===== src/rtl/alu_op_decoder.sv =====
// ----------------------------------------------------------------------------
// alu_op_decoder
// ID-stage decoder. It takes a MIPS32 instruction word from the IF/ID latch
// and produces a registered decode bundle for the EX stage. The bundle holds
// the ALU control code, operand select, immediate, register addresses and the
// memory/branch/writeback controls. Both sides use a valid/ready handshake,
// and flush discards work after a branch redirect.
//
// Ports
//   clk, rst                 rising-edge clock, async active-high reset
//   in_valid / in_ready      upstream handshake (in_ready is combinational)
//   instr                    instruction word, sampled on an input transfer
//   flush                    drop held bundle and any instr accepted this edge
//   out_valid / out_ready    downstream handshake
//   alu_ctrl                 ADD 0, SUB 1, AND 2, OR 3, SLT 4, MUL 5
//   alu_src_imm, imm         operand B select and extended immediate
//   rs_addr, rt_addr         source register addresses
//   dest_addr                writeback register
//   reg_write, mem_read,
//   mem_write, branch        stage controls
//   illegal                  instruction not in the decode table
// ----------------------------------------------------------------------------
module alu_op_decoder #(
   parameter logic [4:0] ILLEGAL_CTRL = 5'b11111
) (
   input  logic        clk,
   input  logic        rst,
   input  logic        in_valid,
   output logic        in_ready,
   input  logic [31:0] instr,
   input  logic        flush,
   output logic        out_valid,
   input  logic        out_ready,
   output logic [4:0]  alu_ctrl,
   output logic        alu_src_imm,
   output logic [31:0] imm,
   output logic [4:0]  rs_addr,
   output logic [4:0]  rt_addr,
   output logic [4:0]  dest_addr,
   output logic        reg_write,
   output logic        mem_read,
   output logic        mem_write,
   output logic        branch,
   output logic        illegal
);

   localparam int unsigned XLEN  = 32;
   localparam int unsigned REG_W = 5;
   localparam int unsigned CTL_W = 5;

   localparam logic [CTL_W-1:0] ALU_ADD = 5'b00000;
   localparam logic [CTL_W-1:0] ALU_SUB = 5'b00001;
   localparam logic [CTL_W-1:0] ALU_AND = 5'b00010;
   localparam logic [CTL_W-1:0] ALU_OR  = 5'b00011;
   localparam logic [CTL_W-1:0] ALU_SLT = 5'b00100;
   localparam logic [CTL_W-1:0] ALU_MUL = 5'b00101;

   localparam logic [5:0] OP_SPECIAL  = 6'b000000;
   localparam logic [5:0] OP_SPECIAL2 = 6'b011100;
   localparam logic [5:0] OP_ADDI     = 6'b001000;
   localparam logic [5:0] OP_SLTI     = 6'b001010;
   localparam logic [5:0] OP_ANDI     = 6'b001100;
   localparam logic [5:0] OP_ORI      = 6'b001101;
   localparam logic [5:0] OP_LW       = 6'b100011;
   localparam logic [5:0] OP_SW       = 6'b101011;
   localparam logic [5:0] OP_BEQ      = 6'b000100;

   localparam logic [5:0] FN_ADD = 6'b100000;
   localparam logic [5:0] FN_SUB = 6'b100010;
   localparam logic [5:0] FN_AND = 6'b100100;
   localparam logic [5:0] FN_OR  = 6'b100101;
   localparam logic [5:0] FN_SLT = 6'b101010;
   localparam logic [5:0] FN_MUL = 6'b000010;

   typedef struct packed {
      logic [CTL_W-1:0] alu_ctrl;
      logic             alu_src_imm;
      logic [XLEN-1:0]  imm;
      logic [REG_W-1:0] rs;
      logic [REG_W-1:0] rt;
      logic [REG_W-1:0] dest;
      logic             reg_write;
      logic             mem_read;
      logic             mem_write;
      logic             branch;
      logic             illegal;
   } bundle_t;

   bundle_t bundle_d;
   bundle_t bundle_q;
   logic    valid_q;
   logic    valid_d;
   logic    in_xfer;
   logic    out_xfer;

   logic [5:0]       op;
   logic [5:0]       fn;
   logic [REG_W-1:0] rd;
   logic [XLEN-1:0]  imm_sx;
   logic [XLEN-1:0]  imm_zx;

   assign op     = instr[31:26];
   assign fn     = instr[5:0];
   assign rd     = instr[15:11];
   assign imm_sx = {{16{instr[15]}}, instr[15:0]};
   assign imm_zx = {16'h0000, instr[15:0]};

   // Handshake: a held bundle blocks input unless it is popped this cycle.
   assign in_ready = !valid_q || out_ready;
   assign in_xfer  = in_valid && in_ready;
   assign out_xfer = valid_q && out_ready;

   // Instruction decode; defaults describe an illegal instruction.
   always_comb begin
      bundle_d          = '0;
      bundle_d.rs       = instr[25:21];
      bundle_d.rt       = instr[20:16];
      bundle_d.dest     = rd;
      bundle_d.imm      = imm_sx;
      bundle_d.alu_ctrl = ILLEGAL_CTRL;
      bundle_d.illegal  = 1'b1;

      case (op)
         OP_SPECIAL: begin
            if (instr == 32'h0000_0000) begin
               // nop (sll $0,$0,0): harmless ADD with no side effects
               bundle_d.alu_ctrl = ALU_ADD;
               bundle_d.illegal  = 1'b0;
            end else begin
               case (fn)
                  FN_ADD: bundle_d.alu_ctrl = ALU_ADD;
                  FN_SUB: bundle_d.alu_ctrl = ALU_SUB;
                  FN_AND: bundle_d.alu_ctrl = ALU_AND;
                  FN_OR:  bundle_d.alu_ctrl = ALU_OR;
                  FN_SLT: bundle_d.alu_ctrl = ALU_SLT;
                  default: bundle_d.alu_ctrl = ILLEGAL_CTRL;
               endcase
               if (bundle_d.alu_ctrl != ILLEGAL_CTRL) begin
                  bundle_d.reg_write = 1'b1;
                  bundle_d.illegal   = 1'b0;
               end
            end
         end
         OP_SPECIAL2: begin
            if (fn == FN_MUL) begin
               bundle_d.alu_ctrl  = ALU_MUL;
               bundle_d.reg_write = 1'b1;
               bundle_d.illegal   = 1'b0;
            end
         end
         OP_ADDI, OP_SLTI, OP_ANDI, OP_ORI: begin
            bundle_d.alu_src_imm = 1'b1;
            bundle_d.reg_write   = 1'b1;
            bundle_d.dest        = instr[20:16];
            bundle_d.illegal     = 1'b0;
            case (op)
               OP_ADDI: bundle_d.alu_ctrl = ALU_ADD;
               OP_SLTI: bundle_d.alu_ctrl = ALU_SLT;
               OP_ANDI: bundle_d.alu_ctrl = ALU_AND;
               default: bundle_d.alu_ctrl = ALU_OR;
            endcase
            // logical immediates zero-extend
            if (op == OP_ANDI || op == OP_ORI) begin
               bundle_d.imm = imm_zx;
            end
         end
         OP_LW: begin
            bundle_d.alu_ctrl    = ALU_ADD;
            bundle_d.alu_src_imm = 1'b1;
            bundle_d.mem_read    = 1'b1;
            bundle_d.reg_write   = 1'b1;
            bundle_d.dest        = instr[20:16];
            bundle_d.illegal     = 1'b0;
         end
         OP_SW: begin
            bundle_d.alu_ctrl    = ALU_ADD;
            bundle_d.alu_src_imm = 1'b1;
            bundle_d.mem_write   = 1'b1;
            bundle_d.dest        = instr[20:16];
            bundle_d.illegal     = 1'b0;
         end
         OP_BEQ: begin
            // compare rs against rt, so operand B stays the register
            bundle_d.alu_ctrl = ALU_SUB;
            bundle_d.branch   = 1'b1;
            bundle_d.illegal  = 1'b0;
         end
         default: begin
            bundle_d.alu_ctrl = ILLEGAL_CTRL;
         end
      endcase
   end

   // Valid next state: flush beats load, load beats pop.
   always_comb begin
      valid_d = valid_q;
      if (flush) begin
         valid_d = 1'b0;
      end else if (in_xfer) begin
         valid_d = 1'b1;
      end else if (out_xfer) begin
         valid_d = 1'b0;
      end
   end

   // Output register; data loads only on an accepted, unflushed instruction.
   always_ff @(posedge clk or posedge rst) begin
      if (rst) begin
         valid_q  <= 1'b0;
         bundle_q <= '0;
      end else begin
         valid_q <= valid_d;
         if (in_xfer && !flush) begin
            bundle_q <= bundle_d;
         end
      end
   end

   assign out_valid   = valid_q;
   assign alu_ctrl    = bundle_q.alu_ctrl;
   assign alu_src_imm = bundle_q.alu_src_imm;
   assign imm         = bundle_q.imm;
   assign rs_addr     = bundle_q.rs;
   assign rt_addr     = bundle_q.rt;
   assign dest_addr   = bundle_q.dest;
   assign reg_write   = bundle_q.reg_write;
   assign mem_read    = bundle_q.mem_read;
   assign mem_write   = bundle_q.mem_write;
   assign branch      = bundle_q.branch;
   assign illegal     = bundle_q.illegal;

endmodule


===== config.mk =====
export PLATFORM = sky130hd
export DESIGN_NAME = alu_op_decoder
export DESIGN_NICKNAME = d
export VERILOG_FILES = /design/src/rtl/alu_op_decoder.sv
export SDC_FILE = /design/constraint.sdc
export NUM_CORES = 1
export LEC_CHECK = 0
export CAP_MARGIN = 20
export CORE_ASPECT_RATIO = 2
export CORE_MARGIN = 1.5
export CORE_UTILIZATION = 42
export CTS_CLUSTER_SIZE = 8
export DETAILED_ROUTE_END_ITERATION = 12
export PLACE_DENSITY_LB_ADDON = 0.2
export SYNTH_ARGS = -nofsm -noshare
export SYNTH_HDL_FRONTEND = slang
export SYNTH_SLANG_ARGS = --single-unit

===== constraint.sdc =====
create_clock -name clk -period 1.6 [get_ports clk]
set_input_delay 0.32 -clock clk [delete_from_list [all_inputs] [get_ports clk]]
set_output_delay 0.32 -clock clk [all_outputs]
set_load 0.02 [all_outputs]

==> results of run 1 <==
stage by stage:
step	utilization (%)	area, um2	hold slack (ns)
after detailed placement	67.9	3460	0.462
after global routing	72.9	3710	0.319
after floorplan	-	2200	0.383
after global placement	67.9	3460	0.458
final	72.9	3710	0.308
after CTS	70.8	3610	0.378
per-layer routing:
| metal | vias up | routed length [um] |
|---|---|---|
| met5 | - | 0 |
| met4 | 0 | 238 |
| met3 | 19 | 270 |
| met2 | 76 | 3650 |
| met1 | 1055 | 2340 |
| li1 | 1066 | - |
cells by family (layout without fill, tap and decap cells):
group	Yosys count	count (layout)	share of synthesized area (%)
simple gates	139	139	29.7
flops	43	43	49.1
compound gates	29	29	10.2
buf+inv	28	158	7.93
mux	6	6	2.74
xor+xnor	1	1	0.399
final cells by class:
| class | instances | area [um2] |
|---|---|---|
| timing repair buffer | 148 | 1430 |
| fill | 405 | 1380 |
| sequential | 43 | 1080 |
| multi-input combinational | 175 | 1020 |
| clock buffer | 8 | 100 |
| tap | 58 | 72.6 |
| inverter | 2 | 7.51 |
power by group through the flow:
stage / logic, mW / registers, mW / clock network, mW
2_1_floorplan: 0.392 / 1.51 / 0
3_3_place_gp: 1.17 / 1.33 / 0
3_5_place_dp: 1.19 / 1.33 / 0
4_1_cts: 1.15 / 1.31 / 0.766
5_1_grt: 1.20 / 1.33 / 0.814
6_report: 1.12 / 1.31 / 0.756
path summary, 6_finish.rpt:
kind,from,depth (start not counted),endpoint
setup / recovery,alu_src_imm,1,alu_src_imm
hold / removal,instr[6],3,imm[6]
setup reg to reg,out_valid,6,branch
hold reg to reg,rs_addr[0],2,rs_addr[0]
max in group asynchronous,rst,3,out_valid
min in group asynchronous,rst,3,imm[4]
cell usage in the layout (no fill, tap or decap), drive strengths merged, types with 5 or more instances in the layout:
master         instances
nand2                 94
buf                   52
dfrtp                 43
dlygate4sd2           41
dlymetal6s2s          35
clkdlybuf4s50         19
nor2                  12
o21ai                  9
clkbuf                 8
mux2i                  6
nor4                   5
state kept, by name (all words and copies together), names as in the netlist:
name	count
reg_write	1
branch	1
rs_addr	5
dest_addr	5
rt_addr	5
alu_src_imm	1
out_valid	1
mem_write	1
mem_read	1
alu_ctrl	4
illegal	1
imm	17
what timing repair did:
item / CTS / global route
cloned: 1 / 0
endpoints found under the setup margin: 34 / 34
gates resized for setup: 53 / 38
pin swaps: 13 / 9
buffers inserted: 4 / 1
==> results.sh, run 1 <==
export IMPL_status="finished, final reports clean"
export IMPL_vias=2216
export IMPL_wl_per_cell_um=15.0
export IMPL_grt_max_degree=44
export IMPL_synth_most_common_cell="nand2_1"
export IMPL_global_route_usage_total_pct=24.3
export IMPL_tightest_slew_ns=0.313
export IMPL_tritoncts="done"
export IMPL_setup_violations=0
export IMPL_dr_first_iter_drc_count=35
export IMPL_tns_ns=0
export IMPL_numCtsBuffers=5
export IMPL_rows=37
export IMPL_antenna_found_initial=0
export IMPL_finalWorstSetupSlack_ns=0.0328
export IMPL_irDropWorstVdd_mv=0.676
export IMPL_worst_r2r_setup_slack_ns=0.15
export IMPL_hold_viol=0
export IMPL_synth_area_um2=2190
export IMPL_critical_path_top_delay_family="buffers and inverters"
export IMPL_start_util_pct=43.1
export IMPL_fin_crit_ns=1.57
export IMPL_clk_pin_slew_worst_paths_ns=0.08
export IMPL_route_detailed_drc=0
export IMPL_clockPowerShare_pct=23.7
export IMPL_drive_above_1_share_pct=21.8
export IMPL_synth_main_ff_cell="dfrtp_1"
export IMPL_maxSlewHeadroom_pct=79.2
export IMPL_timing_final_max_slew_violations=0
export IMPL_hold_class="input port to flop"
export IMPL_die_width_um=54.1
export IMPL_grt_pass1_wl_mm=10.1
export IMPL_crit_type="flop to output pin"
export IMPL_gr_usage_met1_pct=28.4
export IMPL_p_comb_share_pct=35.1
export IMPL_synth_nets=283
export IMPL_gp_congestion=0.796
export IMPL_dieArea_um2=5690
export IMPL_grt_pass1_vias=2155
export IMPL_max_cap_viol_count=0
export IMPL_grt_overflow_total=0
export IMPL_swShare_pct=32.8
export IMPL_finalWirelength_mm=6.49
export IMPL_synth_area_leaders="dfrtp_1 (49%), nand2_1 (16%), buf_4 (6.2%)"
export IMPL_areaGrowthSynthToFinish_pct=69.3
export IMPL_p_int_mw=2.14
export IMPL_n_antenna_cell=0
export IMPL_ioPinCount=97
export IMPL_avgViaCountPerCell=5.11
export IMPL_cp_cell_sequence="clkdlybuf4s50_1"
export IMPL_fp_dieH_um=105
export IMPL_p_sw_mw=1.04
export IMPL_grt_setup_unrepaired="yes"
export IMPL_cts_hold_buffers=0
export IMPL_grt_util_met2_pct=41.0
export IMPL_dp_hpwl_mm=4.82
export IMPL_p_seq_share_pct=41.1
export IMPL_endpoint_kind="output pin"
export IMPL_p_leak_nw=2.10
export IMPL_yosys_top_cells_count="nand2_1 (94), dfrtp_1 (43), buf_4 (18), nor2_1 (12), clkbuf_1 (7)"
export IMPL_synth_top_cell_area_share_pct=49.1
export IMPL_fmax_mhz=638
export IMPL_ys_ff_latch=43
export IMPL_crit_fanout=2
export IMPL_drt_first_pass_iters=4
export IMPL_grtUsageMet3_pct=3.57
export IMPL_finalNonFillerCells=434
export IMPL_synth_edf_count=0
export IMPL_power_mw=3.18
export IMPL_core_area_um2=5090
export IMPL_cts_root_buf="clkbuf_8"
export IMPL_pre_cts_slack_ns=-0.513
export IMPL_path_buf_inv=1
export IMPL_clkLatencyLatePin_ns=0.29
export IMPL_io_buffers=96
export IMPL_worstPathArrival_ns=1.25
export IMPL_yosysTopAreaCell="dfrtp_1"
export IMPL_nets=412
export IMPL_yosys_warnings=0
export IMPL_finalCritPeriodShare_pct=97.9
export IMPL_antenna_left=0
export IMPL_ys_types=40
export IMPL_required_ns=1.28
export IMPL_avgSynthCellArea_um2=8.92
export IMPL_finClkSkew_ns=0.00316
export IMPL_power_density_nw_per_um2=857
export IMPL_synth_seq_area_share_pct=49.1
export IMPL_slowest_delay_ns=0.61
export IMPL_top_usage_layer="met2"
export IMPL_synth_cells=246
export IMPL_cp_start_kind="flop"
export IMPL_clkSinkCount=43
export IMPL_cts_path_max_buffers=2
export IMPL_cpMaxStageDelayCell="clkdlybuf4s50_1"
export IMPL_cts_htree_levels=2
export IMPL_synthArstFlopShare_pct=100
export IMPL_dp_cells=420
No activity file was read; power rests on OpenSTA's default activity.
==> run 2: changes to the inputs <==
Settings changed: PLACE_DENSITY from default to 0.8, PLACE_DENSITY_LB_ADDON 0.2 to default.
==> run 2 against run 1 <==
  * Non-clock buffer count is the same
  * Critical endpoint is now rs_addr[3]
  * Cell count decreased by 0.23%
  * Count of clock-buffer cells in the layout decreased by 2
  * Register-to-register slack got worse by 0.08 ns
==> results.sh, run 2 (synthesis results as in run 1) <==
export IMPL_io_buffers=96
export IMPL_cp_start_kind="flop"
export IMPL_drt_first_pass_iters=4
export IMPL_avgViaCountPerCell=5.06
export IMPL_dp_cells=417
export IMPL_max_cap_viol_count=0
export IMPL_endpoint_kind="output pin"
export IMPL_power_density_nw_per_um2=878
export IMPL_nets=412
export IMPL_wl_per_cell_um=15.2
export IMPL_pre_cts_slack_ns=-0.599
export IMPL_hold_viol=0
export IMPL_irDropWorstVdd_mv=0.818
export IMPL_grt_setup_unrepaired="no"
export IMPL_reg2regPathDepth=5
export IMPL_wl_met2_mm=3.82
export IMPL_setup_violations=0
export IMPL_global_route_usage_total_pct=24.7
export IMPL_dieArea_um2=5690
export IMPL_core_area_um2=5090
export IMPL_cp_cell_sequence="clkdlybuf4s50_1"
export IMPL_fillCellCount=386
export IMPL_drive_above_1_share_pct=24.8
export IMPL_hold_class="input port to flop"
export IMPL_layout_common_cells="nand2_1 (94), buf_4 (48), dfrtp_1 (41), dlygate4sd2_1 (36), dlymetal6s2s_1 (29)"
export IMPL_cts_path_max_buffers=2
export IMPL_cts_htree_levels=2
export IMPL_postLayoutCoreUtil_pct=71.7
export IMPL_critical_path_top_delay_family="buffers and inverters"
export IMPL_hold_start="instr[9]"
export IMPL_cts_root_buf="clkbuf_8"
export IMPL_area_sequential_um2=1080
export IMPL_clk_pin_slew_worst_paths_ns=0.07
export IMPL_fmax_mhz=639
export IMPL_final_common_cell="nand2_1"
export IMPL_path_buf_inv=1
export IMPL_finalCritPeriodShare_pct=97.9
export IMPL_start_util_pct=43.1
export IMPL_maxSlewHeadroom_pct=78.9
export IMPL_die_width_um=54.1
export IMPL_cpMaxStageDelayCell="clkdlybuf4s50_1"
export IMPL_tightest_slew_ns=0.308
export IMPL_vias=2191
export IMPL_worstPathArrival_ns=1.25
export IMPL_met1Wirelength_mm=2.36
export IMPL_numCtsBuffers=5
export IMPL_clkSinkCount=43
export IMPL_rows=37
export IMPL_finalWorstSetupSlack_ns=0.0343
export IMPL_finalWirelength_mm=6.58
export IMPL_crit_fanout=2
export IMPL_min_path_cells=3
export IMPL_grt_overflow_total=0
export IMPL_crit_type="flop to output pin"
export IMPL_grt_pass1_wl_mm=10.6
export IMPL_worst_r2r_setup_slack_ns=0.07
export IMPL_r2r_start="out_valid"
export IMPL_route_detailed_drc=0
export IMPL_largest_reg_flops=17
export IMPL_grt_max_degree=44
export IMPL_p_leak_nw=2.02
export IMPL_tritoncts="done"
export IMPL_cts_hold_buffers=0
export IMPL_n_antenna_cell=0
export IMPL_multi_input_area_um2=1040
export IMPL_antenna_found_initial=0
export IMPL_fp_dieH_um=105
export IMPL_worstReg2RegEnd="alu_ctrl[0]"
export IMPL_status="finished, final reports clean"
export IMPL_min_to="imm[9]"
export IMPL_dp_hpwl_mm=4.80
export IMPL_grt_pass1_vias=2326
export IMPL_clkLatencyLatePin_ns=0.29
export IMPL_met3WireLength_um=224
export IMPL_areaGrowthSynthToFinish_pct=66.5
export IMPL_fin_crit_ns=1.57
export IMPL_finClkSkew_ns=0.00807
export IMPL_finalNonFillerCells=433
export IMPL_required_ns=1.28
export IMPL_gp_congestion=0.907
export IMPL_highest_layer="met4"
export IMPL_timing_final_max_slew_violations=0
export IMPL_antenna_left=0
export IMPL_dr_first_iter_drc_count=45
export IMPL_slowest_delay_ns=0.60
export IMPL_ioPinCount=97
==> run 2: changes by cell type in the layout (fill, tap and decap cells not counted), sizes merged <==
cell           delta
clkbuf            +7
dlymetal6s2s      -6
dlygate4sd2       -5
buf               +1
bufinv            +1
clkdlybuf4s15     +1
clkinv            +1
inv               -1
==> run 2: area by class of cell <==
type / instances / share of cell area [%]
multi-input cells: 175 / 28.4
repair buffers: 148 / 37.0
flip-flops and latches: 43 / 29.5
inverters: 2 / 0.206
well taps: 58 / 1.99
clock buffers: 6 / 1.99
clock inverters: 1 / 0.822
==> run 2: tightest hold or removal path, cell delays in order <==
cell	delay (ns)
clkbuf_2	0.10
nand2_1	0.05
nand2_1	0.05
==> run 2: how the worst max path moves through the flow <==
| stage | from | end | slack [ns] | cells past startpoint |
|---|---|---|---|---|
| after floorplan | out_valid | alu_ctrl[0] | 0.009 | 5 |
| after global placement | instr[28] | alu_ctrl[2] | -0.54 | 6 |
| after detailed placement | instr[28] | alu_ctrl[0] | -0.60 | 6 |
| after CTS | mem_write | mem_write | 0.0003 | 1 |
| after global routing | rs_addr[4] | rs_addr[4] | 0.0004 | 1 |
| final | rs_addr[3] | rs_addr[3] | 0.03 | 1 |
==> run 2: through the flow <==
step           hold WS (ns)  power, mW  cell area [um2]  setup TNS (ns)
6_report              0.265       3.21             3650               0
5_1_grt               0.282       3.37             3650               0
4_1_cts               0.386       3.25             3560               0
3_5_place_dp          0.461       2.50             3410          -13.74
3_3_place_gp          0.456       2.48             3410          -10.99
2_1_floorplan         0.383       1.90             2200               0
==> run 2: power breakdown <==
group	internal [mW]	switching (mW)	leakage (nW)
Combinational	0.494	0.594	1.45
Sequential	1.23	0.0901	0.522
Clock	0.457	0.343	0.0513
Total	2.18	1.03	2.02
==> run 2: routing by layer <==
layer  track usage (%)  vias to the layer above
li1                  -                     1067
met1              27.9                     1032
met3              1.71                       17
met5                 0                        -
met4              10.9                        0
met2              44.5                       75
==> run 2: repair_timing <==
| action | CTS | global route |
|---|---|---|
| buffers inserted | 4 | 5 |
| pin swaps | 11 | 19 |
| cloned | 0 | 0 |
| endpoints found under the setup margin | 40 | 32 |
| gates resized for setup | 63 | 56 |
==> run 3: changes to the inputs <==
Clock period 1.6 ns to 1.66 ns, I/O delays scaled along.
==> run 3 against run 2 <==
  * Worst hold slack gained 0.029 ns
  * Die area is the same
  * Register-to-register slack gained 0.08 ns
  * First-iteration DRC count grew 8.9%
  * Largest power group unchanged
==> results.sh, run 3 (synthesis results as in run 1) <==
export IMPL_worst_r2r_setup_slack_ns=0.15
export IMPL_finalWirelength_mm=6.69
export IMPL_tightest_slew_ns=0.323
export IMPL_route_detailed_drc=0
export IMPL_largest_reg_flops=17
export IMPL_layout_common_cells="nand2_1 (94), clkdlybuf4s50_1 (53), buf_4 (43), dfrtp_1 (42), dlygate4sd2_1 (27)"
export IMPL_maxSlewHeadroom_pct=78.5
export IMPL_rows=37
export IMPL_power_mw=3.23
export IMPL_min_to="imm[6]"
export IMPL_nets=408
export IMPL_clkLatencyLatePin_ns=0.29
export IMPL_avgViaCountPerCell=5.22
export IMPL_cts_root_buf="clkbuf_8"
export IMPL_antenna_left=0
export IMPL_cp_start_kind="flop"
export IMPL_areaGrowthSynthToFinish_pct=67.3
export IMPL_crit_type="flop to output pin"
export IMPL_dr_first_iter_drc_count=49
export IMPL_tritoncts="done"
export IMPL_hold_class="input port to flop"
export IMPL_hold_start="instr[6]"
export IMPL_status="finished, final reports clean"
export IMPL_fillCellCount=402
export IMPL_grt_overflow_total=0
export IMPL_finClkSkew_ns=0.00404
export IMPL_n_antenna_cell=0
export IMPL_reg2regPathDepth=5
export IMPL_hold_viol=0
export IMPL_fin_crit_ns=1.64
export IMPL_fp_dieH_um=105
export IMPL_clockPowerShare_pct=26.9
export IMPL_path_buf_inv=1
export IMPL_cts_htree_levels=2
export IMPL_crit_fanout=2
export IMPL_clkSinkCount=43
export IMPL_antenna_found_initial=0
export IMPL_min_path_cells=3
export IMPL_irDropWorstVdd_mv=0.860
export IMPL_cts_path_max_buffers=2
export IMPL_p_leak_nw=1.79
export IMPL_critical_path_top_delay_family="buffers and inverters"
export IMPL_cpMaxStageDelayCell="clkdlybuf4s50_1"
export IMPL_clk_pin_slew_worst_paths_ns=0.08
export IMPL_cts_hold_buffers=0
export IMPL_worstReg2RegEnd="alu_ctrl[0]"
export IMPL_r2r_start="out_valid"
export IMPL_dp_hpwl_mm=4.80
export IMPL_finalCritPeriodShare_pct=98.9
export IMPL_dieArea_um2=5690
export IMPL_wl_per_cell_um=15.6
export IMPL_timing_final_max_slew_violations=0
export IMPL_grt_pass1_vias=2255
export IMPL_p_sw_mw=1.04
export IMPL_postLayoutCoreUtil_pct=72.0
export IMPL_worstPathArrival_ns=1.31
export IMPL_die_width_um=54.1
export IMPL_swShare_pct=32.1
export IMPL_gp_congestion=0.903
export IMPL_setup_violations=0
export IMPL_grt_max_degree=44
export IMPL_grt_pass1_wl_mm=10.6
export IMPL_slowest_delay_ns=0.62
export IMPL_global_route_usage_total_pct=24.8
export IMPL_required_ns=1.33
export IMPL_cp_cell_sequence="clkdlybuf4s50_1"
export IMPL_max_cap_viol_count=0
export IMPL_start_util_pct=43.1
export IMPL_endpoint_kind="output pin"
export IMPL_numCtsBuffers=5
export IMPL_vias=2244
export IMPL_p_seq_share_pct=39.4
export IMPL_core_area_um2=5090
export IMPL_drt_first_pass_iters=4
export IMPL_p_int_mw=2.20
export IMPL_io_buffers=96
export IMPL_final_common_cell="nand2_1"
export IMPL_drive_above_1_share_pct=21.5
export IMPL_power_density_nw_per_um2=882
export IMPL_p_comb_share_pct=33.7
export IMPL_critical_path_cell_count=1
export IMPL_fmax_mhz=609
export IMPL_ioPinCount=97
-- run 3: cell types whose count changed in the layout (fill, tap and decap cells not counted), sizes merged --
cell,delta
clkdlybuf4s50,+34
clkbuf,-7
buf,-5
dlygate4sd2,-9
dlymetal6s2s,-16
clkdlybuf4s15,-1
inv,+1
-- run 3: layer usage --
metal | wire length, um | track usage (%) | vias up
met5 | 0 | 0 | -
met2 | 3870 | 42.6 | 75
li1 | - | - | 1049
met4 | 159 | 12.7 | 0
met1 | 2480 | 28.8 | 1108
met3 | 183 | 2.43 | 12
-- run 3: per-stage QoR --
step,setup WS (ns),cells,area [um2],hold slack (ns),TNS [ns]
floorplan,0.0160,246,2190,0.398,0
global placement,-0.494,416,3390,0.456,-9.10
detailed placement,-0.609,416,3390,0.462,-10.57
CTS,0.00176,426,3570,0.384,0
global route,-0.0394,430,3670,0.324,-0.111
finish,0.0179,430,3670,0.295,0
-- run 3: power by group through the flow --
| stage | combinational, mW | clock (mW) | sequential [mW] |
|---|---|---|---|
| 2_1_floorplan | 0.377 | 0 | 1.46 |
| 3_3_place_gp | 1.09 | 0 | 1.29 |
| 3_5_place_dp | 1.11 | 0 | 1.30 |
| 4_1_cts | 1.08 | 0.875 | 1.28 |
| 5_1_grt | 1.16 | 0.933 | 1.29 |
| 6_report | 1.09 | 0.870 | 1.28 |
-- run 3: worst register-to-register path: stages (launching register included) --
cell and delay [ns]:
dfrtp_1 0.38, nor2b_2 0.16, inv_2 0.05, nand3b_1 0.23, a21o_1 0.25, o32a_1 0.34
-- run 3: how the worst max path moves through the flow --
stage,start,end,slack (ns)
floorplan,out_valid,alu_ctrl[0],0.02
CTS,instr[30],alu_ctrl[2],0.002
global route,instr[25],alu_ctrl[0],-0.04
detailed placement,instr[28],alu_ctrl[2],-0.61
global placement,instr[28],alu_ctrl[0],-0.49
finish,alu_ctrl[1],alu_ctrl[1],0.02
-- run 3: what timing repair did --
item                                    CTS  global route
gates resized for setup                  42            25
endpoints found under the setup margin   29            25
buffers inserted                          2             4
pin swaps                                11            12
-- run 3: layout make-up --
type	count	area [um2]	area share (%)
Inverter	2	7.51	0.205
Sequential cell	43	1080	29.4
Clock buffer	6	82.6	2.25
Clock inverter	2	38.8	1.06
Timing Repair Buffer	144	1350	36.7
Tap cell	58	72.6	1.98
Multi-Input combinational cell	175	1040	28.4
